$ cat config.mk
export PLATFORM = sky130hd
export DESIGN_NAME = shares_recombine
export DESIGN_NICKNAME = d
export VERILOG_FILES = /design/src/rtl/shares_recombine.sv
export SDC_FILE = /design/constraint.sdc
export NUM_CORES = 1
export LEC_CHECK = 0
export CORE_MARGIN = 1.5
export CORE_UTILIZATION = 30
export DETAILED_ROUTE_END_ITERATION = 16
export HOLD_SLACK_MARGIN = 0.05
export MAX_ROUTING_LAYER = met4
export SYNTH_ARGS = -nofsm -noshare
export SYNTH_HDL_FRONTEND = slang
export SYNTH_SLANG_ARGS = --single-unit
$ cat constraint.sdc
create_clock -name clk -period 1.95 [get_ports clk]
set_clock_uncertainty 0.1 [all_clocks]
set_input_delay 0.39 -clock clk [delete_from_list [all_inputs] [get_ports clk]]
set_output_delay 0.39 -clock clk [all_outputs]
set_load 0.01 [all_outputs]
$ cat src/rtl/shares_recombine.sv
// shares_recombine: serial unmasking of a d-share Boolean-masked word.
//
// Accepts one masked word (d shares of W bits) and XORs one share per cycle into an
// accumulator, so no single cycle ever combines all shares combinationally. Consumed
// share slots are zeroized as they are folded in, and the accumulator is cleared when
// the result leaves without a new word behind it.
//
// Ports:
//   clk        in   1    system clock, rising edge
//   rst        in   1    asynchronous, active-high reset
//   in_valid   in   1    masked word available on in_shares
//   in_ready   out  1    block accepts in_shares this cycle
//   in_shares  in   d*W  share i at bits [i*W +: W]
//   out_valid  out  1    out_data holds a recombined word
//   out_ready  in   1    sink accepts out_data this cycle
//   out_data   out  W    unmasked word, 0 whenever out_valid is low
module shares_recombine #(
    parameter int unsigned d = 2,
    parameter int unsigned W = 8
) (
    input  logic           clk,
    input  logic           rst,
    input  logic           in_valid,
    output logic           in_ready,
    input  logic [d*W-1:0] in_shares,
    output logic           out_valid,
    input  logic           out_ready,
    output logic [W-1:0]   out_data
);

    localparam int unsigned CW = (d > 1) ? $clog2(d) : 1;

    typedef enum logic [1:0] {StIdle, StAcc, StOut} state_e;

    state_e              state_q, state_d;
    logic [d-1:0][W-1:0] share_q, share_d;  // slot 0 is never stored; share 0 seeds acc
    logic [W-1:0]        acc_q, acc_d;
    logic [CW-1:0]       cnt_q, cnt_d;
    logic                accept;

    // Kept as a distinct gate so synthesis cannot merge shares across the accumulator.
    (* keep = "true", dont_touch = "true", keep_hierarchy = "yes" *)
    logic [W-1:0]        acc_xor;

    assign acc_xor = acc_q ^ share_q[cnt_q];

    // Depends on state and out_ready only; in_valid never reaches an output.
    assign in_ready  = !rst && ((state_q == StIdle) || ((state_q == StOut) && out_ready));
    assign accept    = in_valid && in_ready;
    assign out_valid = (state_q == StOut);
    assign out_data  = out_valid ? acc_q : '0;

    always_comb begin
        state_d = state_q;
        share_d = share_q;
        acc_d   = acc_q;
        cnt_d   = cnt_q;

        unique case (state_q)
            StIdle: begin
            end
            StAcc: begin
                acc_d          = acc_xor;
                share_d[cnt_q] = '0;
                if (cnt_q == CW'(d - 1)) begin
                    // Last share folded in; park cnt at 0 instead of wrapping.
                    state_d = StOut;
                    cnt_d   = '0;
                end else begin
                    cnt_d = cnt_q + 1'b1;
                end
            end
            StOut: begin
                if (out_ready && !in_valid) begin
                    acc_d   = '0;
                    state_d = StIdle;
                end
            end
            default: state_d = StIdle;
        endcase

        // New word from IDLE or overlapping the OUT handshake.
        if (accept) begin
            share_d[0] = '0;
            for (int unsigned i = 1; i < d; i++) begin
                share_d[i] = in_shares[i*W +: W];
            end
            acc_d   = in_shares[W-1:0];
            cnt_d   = (d > 1) ? CW'(1) : '0;
            state_d = (d > 1) ? StAcc : StOut;
        end
    end

    always_ff @(posedge clk or posedge rst) begin
        if (rst) begin
            state_q <= StIdle;
            share_q <= '0;
            acc_q   <= '0;
            cnt_q   <= '0;
        end else begin
            state_q <= state_d;
            share_q <= share_d;
            acc_q   <= acc_d;
            cnt_q   <= cnt_d;
        end
    end

endmodule

Word level (Yosys, flattened, before mapping)
Index checks and enable logic that the tools add are counted.
{"block": "classes", "n_div": 0, "bitwise_logic": 3, "n_lt_le_gt_ge": 2, "add_sub_neg": 1, "multipliers": 0, "eq_ne": 5, "shift": 0, "mux": 17, "n_reduce_logical": 13}
{"op": "$mux W8", "count": 6}
{"op": "$mux W16", "count": 2}
{"op": "$and A16 B16 Y16", "count": 1}
{"op": "$not A16 Y16", "count": 1}
{"op": "$pmux W8 S2", "count": 1}
{"op": "$demux W8 S1", "count": 1}
{"op": "$xor A8 B8 Y8", "count": 1}
{"op": "$mux W2", "count": 3}
{"op": "$pmux W2 S3", "count": 1}
{"op": "$logic_and A1 B1 Y1", "count": 5}
{"op": "$mux W1", "count": 3}
{"op": "$ne A3 B1 Y1 const B", "count": 1}
{"op": "$ne A3 B3 Y1 const B", "count": 1}
{"op": "$reduce_and A3 Y1", "count": 1}
{"op": "$reduce_bool A3 Y1", "count": 1}
{"op": "$eq A2 B1 Y1 const B", "count": 1}
{"op": "$eq A2 B2 Y1 const B", "count": 1}
{"op": "$logic_not A1 Y1", "count": 2}
{"op": "$logic_not A2 Y1", "count": 1}
{"op": "$lt A1 B2 Y1 const B", "count": 1}
{"op": "$ne A2 B2 Y1 const B", "count": 1}
{"op": "$reduce_and A2 Y1", "count": 1}
{"op": "$reduce_bool A2 Y1", "count": 1}
{"op": "$add A1 B1 Y1 const B", "count": 1}
{"op": "2 further kinds", "count": 2}
{"block": "word_totals", "input_bits": 20, "word_cells": 46, "latchBits": 0, "ram_bits": 0, "n_memories": 0, "output_inout_bits": 10, "regBits": 27, "mem_bits_ro": 0}

Logic depth before layout (Yosys ltp)
Gate-level depths: netlist of run 1.
{"block": "depth", "word_depth": 8, "mapped_depth": 7, "depth_no_buf": 4}

Worst setup path after synthesis of run 1
OpenSTA, ideal clock, no wires.
{"block": "synth_path", "path_kind": "register -> output", "start": "register state_q[0]", "end": "output port out_data[0]", "stages_incl_launch_ff": 4, "n_path_buf": 1, "t_arrival_ns": 1.093, "path_slack_ns": 0.367, "t_required_ns": 1.460, "path_cell_list": "dfrtp_1 -> buf_4 -> nor2_1 -> and2_1"}
{"block": "synth_via", "elab_chain_len": 2}
{"item": "start: declaration", "line": "35", "source": "state_e state_q, state_d;"}
{"item": "start signal: assignment", "line": "96", "source": "state_q <= StIdle;"}
{"item": "start signal: assignment", "line": "101", "source": "state_q <= state_d;"}
{"item": "$eq A2 B2 Y1", "line": "50", "source": "assign out_valid = (state_q == StOut);"}
{"item": "via out_valid", "line": "26", "source": "output logic out_valid,"}
{"item": "$mux W8", "line": "51", "source": "assign out_data = out_valid ? acc_q : '0;"}
{"item": "end: declaration", "line": "28", "source": "output logic [W-1:0] out_data"}
The timed path passes the listed nets, and every way through them passes these cells.

Worst setup path after layout of run 1
{"block": "layout_path", "start": "input port rst", "end": "output port in_ready"}
{"block": "layout_via", "elab_chain_len": 2}
{"item": "start: declaration", "line": "22", "source": "input logic rst,"}
{"item": "$logic_not A1 Y1 (no source line)"}
{"item": "$logic_and A1 B1 Y1", "line": "48", "source": "assign in_ready = !rst && ((state_q == StIdle) || ((state_q == StOut) && out_ready));"}
{"item": "end: declaration", "line": "24", "source": "output logic in_ready,"}
No other way between the ends.

==> results of run 1 <==
per-stage QoR:
| stage | total power, mW | TNS, ns | cells |
|---|---|---|---|
| 6_report | 2.17 | 0 | 205 |
| 5_1_grt | 2.34 | 0 | 205 |
| 4_1_cts | 2.19 | 0 | 205 |
| 3_5_place_dp | 1.88 | -0.631 | 200 |
| 3_3_place_gp | 1.84 | -0.507 | 200 |
| 2_1_floorplan | 1.47 | 0 | 109 |
layout make-up:
cell class	count	area, um^2
fill	389	2280
sequential	27	676
multi-input combinational	74	604
timing repair buffer	46	435
tap	50	62.6
clock buffer	3	41.3
inverter	4	15.0
clock inverter	1	5.00
worst paths after layout:
path / start / end / slack (ns) / cells after the start
max: rst / in_ready / 0.08 / 4
min: share_q[1] / share_q[1] / 0.39 / 1
max reg2reg: cnt_q / acc_q[5] / 0.16 / 4
min reg2reg: share_q[1] / share_q[1] / 0.39 / 1
max in group asynchronous: rst / share_q[6] / 1.02 / 3
min in group asynchronous: rst / acc_q[5] / 0.48 / 3
what timing repair did:
item / CTS / global route
resized for setup: 13 / 2
setup endpoints to repair: 10 / 6
gates cloned: 0 / 0
buffers inserted: 1 / 0
power groups by stage:
| stage | clock network [mW] | registers (mW) | logic (mW) |
|---|---|---|---|
| 3_5_place_dp | 0 | 0.897 | 0.981 |
| 6_report | 0.314 | 0.888 | 0.964 |
| 5_1_grt | 0.355 | 0.915 | 1.07 |
| 2_1_floorplan | 0 | 0.827 | 0.646 |
| 3_3_place_gp | 0 | 0.880 | 0.958 |
| 4_1_cts | 0.326 | 0.885 | 0.980 |
critical path, cell delays in order:
cell             delay (ns)
clkdlybuf4s50_1        0.52
nor2_1                 0.07
and2_1                 0.13
dlygate4sd2_1          0.28
layer usage:
layer / GRT usage / wire length [um] / up-vias
met5: - / 0 / -
met2: 0.208 / 1360 / 26
met3: 0.0233 / 108 / 4
met1: 0.182 / 1420 / 475
li1: - / - / 471
met4: 0.0392 / 36 / 0
cell usage in the layout, fill, tap and decap left out, drive strengths merged:
master	count
dfrtp	27
clkdlybuf4s50	19
and2	17
buf	17
dlygate4sd2	9
a22o	8
mux2i	8
xor2	8
o2bb2ai	8
mux2	8
inv	4
clkbuf	3
nor2	3
nand2b	2
and3	2
a21oi	2
nand2	2
a31oi	1
o21bai	1
o21a	1
nor2b	1
o22ai	1
a21o	1
clkinv	1
clkdlybuf4s15	1
flip-flops by register name (all words and copies together) (netlist names):
signal and flops:
share_q 16, acc_q 8, cnt_q 1, state_q 2
==> summary.txt, run 1 <==
Outcome
  – Run status: completed

Layout
  – Util after Layout: 0.447
  – Share of cells above drive strength 1: 0.219
  – Finished Cell Area: between 0.0015 and 0.002 mm^2
  – N_diodes: 0
  – Synthesis-to-finish area growth: 39.1%
  – Nets: approximately 180

Min path
  – Hold Path Class: reg2reg

Synthesis
  – Ys Warns: 0
  – Synth Cell Area: between 0.001 and 0.0015 mm^2
  – Synth Instances: approximately 110
  – Post-Syn Area per Cell: approximately 12 um^2
  – Syn_nets: approximately 130

Placement
  – Cell Area, Placed: ~0.0018 mm^2
  – Place WS: -0.181 ns
  – Buffers on Ports: 29
  – Detail Placement HPWL: approximately 2100 um
  – GP Congestion: 0.715

Critical path
  – Worst Path Arrival: 1.38 ns
  – CP Capture Type: primary output
  – Critical Path RT: roughly 1.5 ns
  – CP Class: in2out
  – Top fanout value on the critical path: 4
  – Startpoint types: input port

CTS
  – Reg clk slew, reported paths: roughly 0.09 ns
  – Clock Sinks: 27
  – Cts bufs inserted: 3
  – Root Driver: clkbuf_8
  – H-tree levels: 1
  – Worst skew pair latency: ~0.27 ns
  – CTS Buffer Depth: 2
  – Hold-fix buffers, CTS: 0
  – CTS tree: built

Power
  – Comb pwr share: 0.445
  – Sw Ratio: 0.337
  – Clk network pwr share: 0.145
  – Sequential share of power: 0.410
  – P_sw: 729 uW
  – Int Pwr: between 1 and 1.5 mW
  – Power Dens Cells: ~1200 mW/mm^2
  – Peak supply drop: around 0.33 mV
  – Pleak: 0.917 nW

Timing
  – Rel. slew slack: 0.630
  – Final Worst Setup Slack: around 0.075 ns
  – Fin. max-slew vios: 0
  – RSZ-0062 raised after global routing: no
  – Tcrit/Tclk final: 0.961
  – Hold slack: ~0.4 ns
  – Tmin final: ~1.9 ns
  – Setup violators final: 0
  – FMAX: approximately 530 MHz
  – Slew at the pin closest to its max-slew limit: ~0.56 ns
  – Final-report hold violation count: 0

Floorplan
  – Ports: 30
  – Chip height: roughly 69 um
  – Die Span X: 69.4 um
  – Die ar.: between 0.004 and 0.005 mm^2
  – Initial Util: 0.321
  – Core area: between 0.004 and 0.005 mm^2
  – Row count: 23

Drt
  – Via density: 4.76
  – Final ANT Viol Nets: 0
  – Routed wire length: 2930 um
  – DR pass1 iterations: 4
  – Iteration-0 DRC Markers: 37
  – DRC: 0
  – Via count: 976
  – WL/cell: 14.3 um

GRT
  – Gr ovfl total: 0
  – First-pass GRT wire length: 5070 um
  – Vias in the first global route: 1033
  – Initial antenna violation count: 0
  – Largest net degree at the start of global routing: 28
  – Total track usage: 0.134

Job
  – Max-cap viol count: 0
(Power assumes the default switching activity.)
==> inputs of run 2 (changes only) <==
Clock period 1.95 ns to 2.2 ns, I/O delays scaled along.
==> summary.txt, run 2 (same netlist as run 1, synthesis figures left out) <==
Layout
  – Util after Layout: 0.442 (-0.00486)
  – Commonest non-fill, non-tap cell in the layout: dfrtp_1
  – Most frequent cells in the layout: 27 x dfrtp_1, 21 x clkdlybuf4s50_1, 17 x and2_1, 10 x buf_4
  – Largest registers: share_q: 16 flops, acc_q: 8 flops, state_q: 2 flops
  – Max FFs per register: 16 (unchanged)
  – N_diodes: 0 (unchanged)
  – Synthesis-to-finish area growth: 37.6%
  – Sequential cell area: 676 um^2 (unchanged)
  – Multi-input logic area: 604 um^2 (unchanged)
  – Share of cells above drive strength 1: 0.187 (-0.0327)
  – Top reg by flops: share_q
  – Nets: 171 (-2.8%)
  – Layout fillers: 392 (+0.77%)

Timing
  – FMAX: roughly 500 MHz
  – Tcrit/Tclk final: 0.923
  – Rel. slew slack: 0.658 (+0.0285)
  – Fin. max-slew vios: 0 (unchanged)
  – Final Worst Setup Slack: 0.169 ns (+0.0941 ns)
  – RSZ-0062 raised after global routing: no
  – Final-report hold violation count: 0 (unchanged)
  – Slew at the pin closest to its max-slew limit: 0.512 ns (-0.0428 ns)
  – Tmin final: roughly 2.0 ns
  – Setup violators final: 0 (unchanged)
  – Hold slack: 0.394 ns (+0.000453 ns)

Drt
  – WL/cell: 14.4 um (+0.78%)
  – Final ANT Viol Nets: 0 (unchanged)
  – DR pass1 iterations: 4 (unchanged)
  – DRC: 0 (unchanged)
  – Iteration-0 DRC Markers: 40 (+8.1%)
  – Routed wire length: 2880 um (-1.7%)
  – Via density: 4.77 (+0.19%)
  – Via count: 954 (-2.3%)

GRT
  – Total track usage: 0.129 (-0.00520)
  – Largest net degree at the start of global routing: 28 (unchanged)
  – Gr ovfl total: 0 (unchanged)
  – First-pass GRT wire length: 4760 um (-6.1%)
  – Initial antenna violation count: 0 (unchanged)
  – Vias in the first global route: 972 (-5.9%)

Floorplan
  – Row count: 23 (unchanged)
  – Initial Util: 0.321 (unchanged)
  – Core area: 0.00412 mm^2 (unchanged)
  – Ports: 30 (unchanged)
  – Die Span X: 69.4 um (unchanged)
  – Chip height: 69.4 um (unchanged)
  – Die ar.: 0.00482 mm^2 (unchanged)

Power
  – Peak supply drop: 0.295 mV (-12%)
  – Pleak: 0.972 nW (+6.1%)
  – Total Power: 1.90 mW (-12%)
  – Power Dens Cells: 1050 mW/mm^2 (-11%)

Job
  – Max-cap viol count: 0 (unchanged)

Critical path
  – Startpoint types: flop
  – CP Capture Type: primary output
  – Crit path max-delay cell type: clkdlybuf4s50_1
  – Critical Path RT: 1.66 ns (+0.20 ns)
  – Cell Chain, Critical Path: inv_1, nor2_4, buf_6, clkdlybuf4s50_1
  – Top fanout value on the critical path: 8 (+4)
  – CP Class: reg2out
  – Worst Path Arrival: 1.49 ns (+0.11 ns)
  – CP max stage delay: 0.53 ns (about the same)

Placement
  – Buffers on Ports: 29 (unchanged)
  – Detail Placement HPWL: 2100 um (-2.3%)
  – GP Congestion: 0.742 (+3.8%)
  – Place WS: -0.0278 ns (+0.153 ns)

CTS
  – Hold-fix buffers, CTS: 0 (unchanged)
  – Reg clk slew, reported paths: 0.09 ns (about the same)
  – H-tree levels: 1 (unchanged)
  – CTS tree: built
  – Root Driver: clkbuf_8
  – Cts bufs inserted: 3 (unchanged)
  – Clock Sinks: 27 (unchanged)
  – Worst skew pair latency: 0.28 ns (about the same)
  – CTS Buffer Depth: 2 (unchanged)

Min path
  – Hold Path Class: reg2reg

Outcome
  – Run status: completed
run 2: cell count changes in the layout (fill, tap and decap cells not counted):
cell,change
dlygate4sd2_1,-8
clkinvlp_4,+1
inv_2,-1
clkdlybuf4s15_1,-1
buf_12,-1
dlymetal6s2s_1,+7
clkdlybuf4s50_1,+2
inv_1,+1
buf_4,-4
clkinv_2,-1
run 2: power by group:
part | total [mW] | leakage [nW] | internal (mW) | switching [mW]
logic | 0.840 | 0.599 | 0.490 | 0.350
registers | 0.778 | 0.351 | 0.649 | 0.129
clock network | 0.285 | 0.0217 | 0.129 | 0.157
total | 1.90 | 0.972 | 1.27 | 0.636
run 2: what timing repair did:
item / CTS / global route
buffers inserted: 1 / 0
pin swaps: 1 / 0
endpoints found under the setup margin: 8 / 7
gates resized for setup: 4 / 7
run 2: final cells by class:
type                            count  share of cell area
Clock buffer                        3              0.0227
Clock inverter                      1             0.00413
Inverter                            4             0.00825
Multi-Input combinational cell     74               0.332
Sequential cell                    27               0.371
Tap cell                           50              0.0344
Timing Repair Buffer               41               0.227
run 2: worst max-delay path, delay by kind of cell (launching register included):
kind                   cells  cell delay [ns]
buffers and inverters      3             0.73
DFF                        1             0.35
and+or+nand+nor            1             0.14
run 2: metal layers:
| metal | vias up | global-route usage | routed length [um] | share of wire |
|---|---|---|---|---|
| li1 | 464 | - | - | - |
| met1 | 464 | 0.176 | 1390 | 0.48 |
| met2 | 22 | 0.194 | 1340 | 0.46 |
| met3 | 4 | 0.0233 | 106 | 0.037 |
| met4 | 0 | 0.0458 | 44 | 0.015 |
| met5 | - | - | 0 | 0 |
run 2: final timing paths:
check / startpoint / endpoint / slack [ns] / cells past startpoint
worst min register to register: share_q[7] / share_q[7] / 0.39 / 1
worst max-delay path: state_q[1] / out_valid / 0.17 / 4
max in group asynchronous: rst / share_q[1] / 1.22 / 3
worst min-delay path: share_q[7] / share_q[7] / 0.39 / 1
worst max register to register: cnt_q / acc_q[3] / 0.46 / 4
min in group asynchronous: rst / share_q[13] / 0.51 / 3
run 2: through the flow:
step	instances	TNS [ns]	area, um^2
4_1_cts	200	0	1800
3_3_place_gp	195	0	1740
5_1_grt	200	0	1820
2_1_floorplan	109	0	1320
3_5_place_dp	195	-0.0278	1740
6_report	200	0	1820
==> inputs of run 3 (changes only) <==
Settings changed: CAP_MARGIN from default to 20.
==> results of run 3 <==
Final layout, timing and power as in run 2 (identical DEF).
==> variant (settings of run 3) <==
Reset style: synchronous (`rst`), changed in one clocked block. Comments in the files are not updated.
--- a/src/rtl/shares_recombine.sv
+++ b/src/rtl/shares_recombine.sv
@@ -91,7 +91,7 @@
         end
     end
 
-    always_ff @(posedge clk or posedge rst) begin
+    always_ff @(posedge clk) begin
         if (rst) begin
             state_q <= StIdle;
             share_q <= '0;
Behaviour: differs if rst is asserted again (counterexample within 4 cycles, from zero or initial values and one cycle with rst high); with rst held inactive, the same outputs for 10 cycles.
==> variant against run 3 <==
  * Synthesized cell count is 44% higher
  * Global-route usage is 0.073 points higher
  * Non-clock buffer count stayed put
  * Routed wire length is 3.7% higher
  * Die area is 4.3% higher
  * Cell area hardly changed
  * Area after synthesis is 4.5% higher
  * Worst setup slack worse by 92 ps
  * Sequential cell count stayed put
  * Hold slack worse by 27 ps
  * Critical endpoint is now out_data[1]
  * Largest cell class is now multi-input combinational cells
  * Highest routed layer unchanged
Power is not compared: it rests on default switching activity, and its combinational part moved more than twofold at a synthesized area within 25%.
==> variant: results <==
export IMPL_first_global_vias=1102
export IMPL_worstMarginPinSlew_ps=561
export IMPL_post_dp_hpwl_um=2150
export IMPL_gp_congestion=0.746
export IMPL_cts_setup_buffers=0
export IMPL_status="complete, no violations"
export IMPL_viasPerCell=4.58
export IMPL_crit_path_max_fanout=7
export IMPL_drv_cap=0
export IMPL_drive_gt1_share_pct=12.0
export IMPL_ant_nets=0
export IMPL_root_buffer="clkbuf_8"
export IMPL_wl_um=2980
export IMPL_post_cts_resized=1
export IMPL_track_usage_pct=13.0
export IMPL_num_fill_cells=453
export IMPL_yosys_top_cells_area="dfxtp_1 39%, mux2i_1 12%, and2_1 11%"
export IMPL_cp_arrival_ps=1580
export IMPL_drt_first_iter_violations=59
export IMPL_nets=213
export IMPL_synth_nets=177
export IMPL_grt_max_degree=16
export IMPL_h_tree_depth=1
export IMPL_placed_area_sq_mm=0.00177
export IMPL_grt_pass1_wl_um=5110
-- variant: final timing paths --
path                    from  cells past startpoint  slack, ps           to
setup / recovery  state_q[0]                      4         80  out_data[1]
hold / removal    share_q[6]                      1        370   share_q[6]
setup reg to reg       cnt_q                      4        430     acc_q[7]
hold reg to reg   share_q[6]                      1        370   share_q[6]
-- variant: area by class of cell --
| cell class | instances | area, sq um | area share, % |
|---|---|---|---|
| clock buffer | 3 | 41.3 | 2.27 |
| clock inverter | 1 | 5.00 | 0.275 |
| inverter | 2 | 7.51 | 0.412 |
| multi-input combinational | 118 | 777 | 42.7 |
| sequential | 27 | 541 | 29.7 |
| tap | 52 | 65.1 | 3.57 |
| timing repair buffer | 41 | 384 | 21.1 |
-- variant: metal layers --
layer  routed length, um  track usage [%]  vias to the layer above
li1                    -                -                      598
met2                1400             19.8                       16
met3                  93             3.28                        2
met4                  17             2.52                        0
met5                   0                -                        -
met1                1480             17.6                      501
-- variant: where the power goes --
part           switching, mW  internal (mW)  total (mW)
clock                  0.149          0.127       0.276
combinational         0.0903          0.118       0.209
sequential            0.0282          0.517       0.545
total                  0.267          0.762        1.03
-- variant: stage by stage --
step                      power (mW)  hold slack, ps  worst slack [ps]  setup TNS (ps)  std cells
after global routing            1.09             376              1.95               0        244
after global placement         0.768             341              -135            -144        240
after CTS                       1.05             369              19.0               0        244
after floorplan                0.689             329               531               0        157
after detailed placement       0.769             343              -156            -167        240
final                           1.03             367              77.7               0        244
-- variant: kinds of logic (layout without fill, tap and decap cells) --
logic type | count (synthesis) | in the layout | share of synthesized area (%)
AOI/OAI and AO/OA | 15 | 15 | 10.7
xor gates and xnor gates | 8 | 8 | 5.07
buffers and inverters | 12 | 47 | 4.89
DFF | 27 | 27 | 39.1
muxes | 16 | 16 | 11.6
and+or+nand+nor | 79 | 79 | 28.7
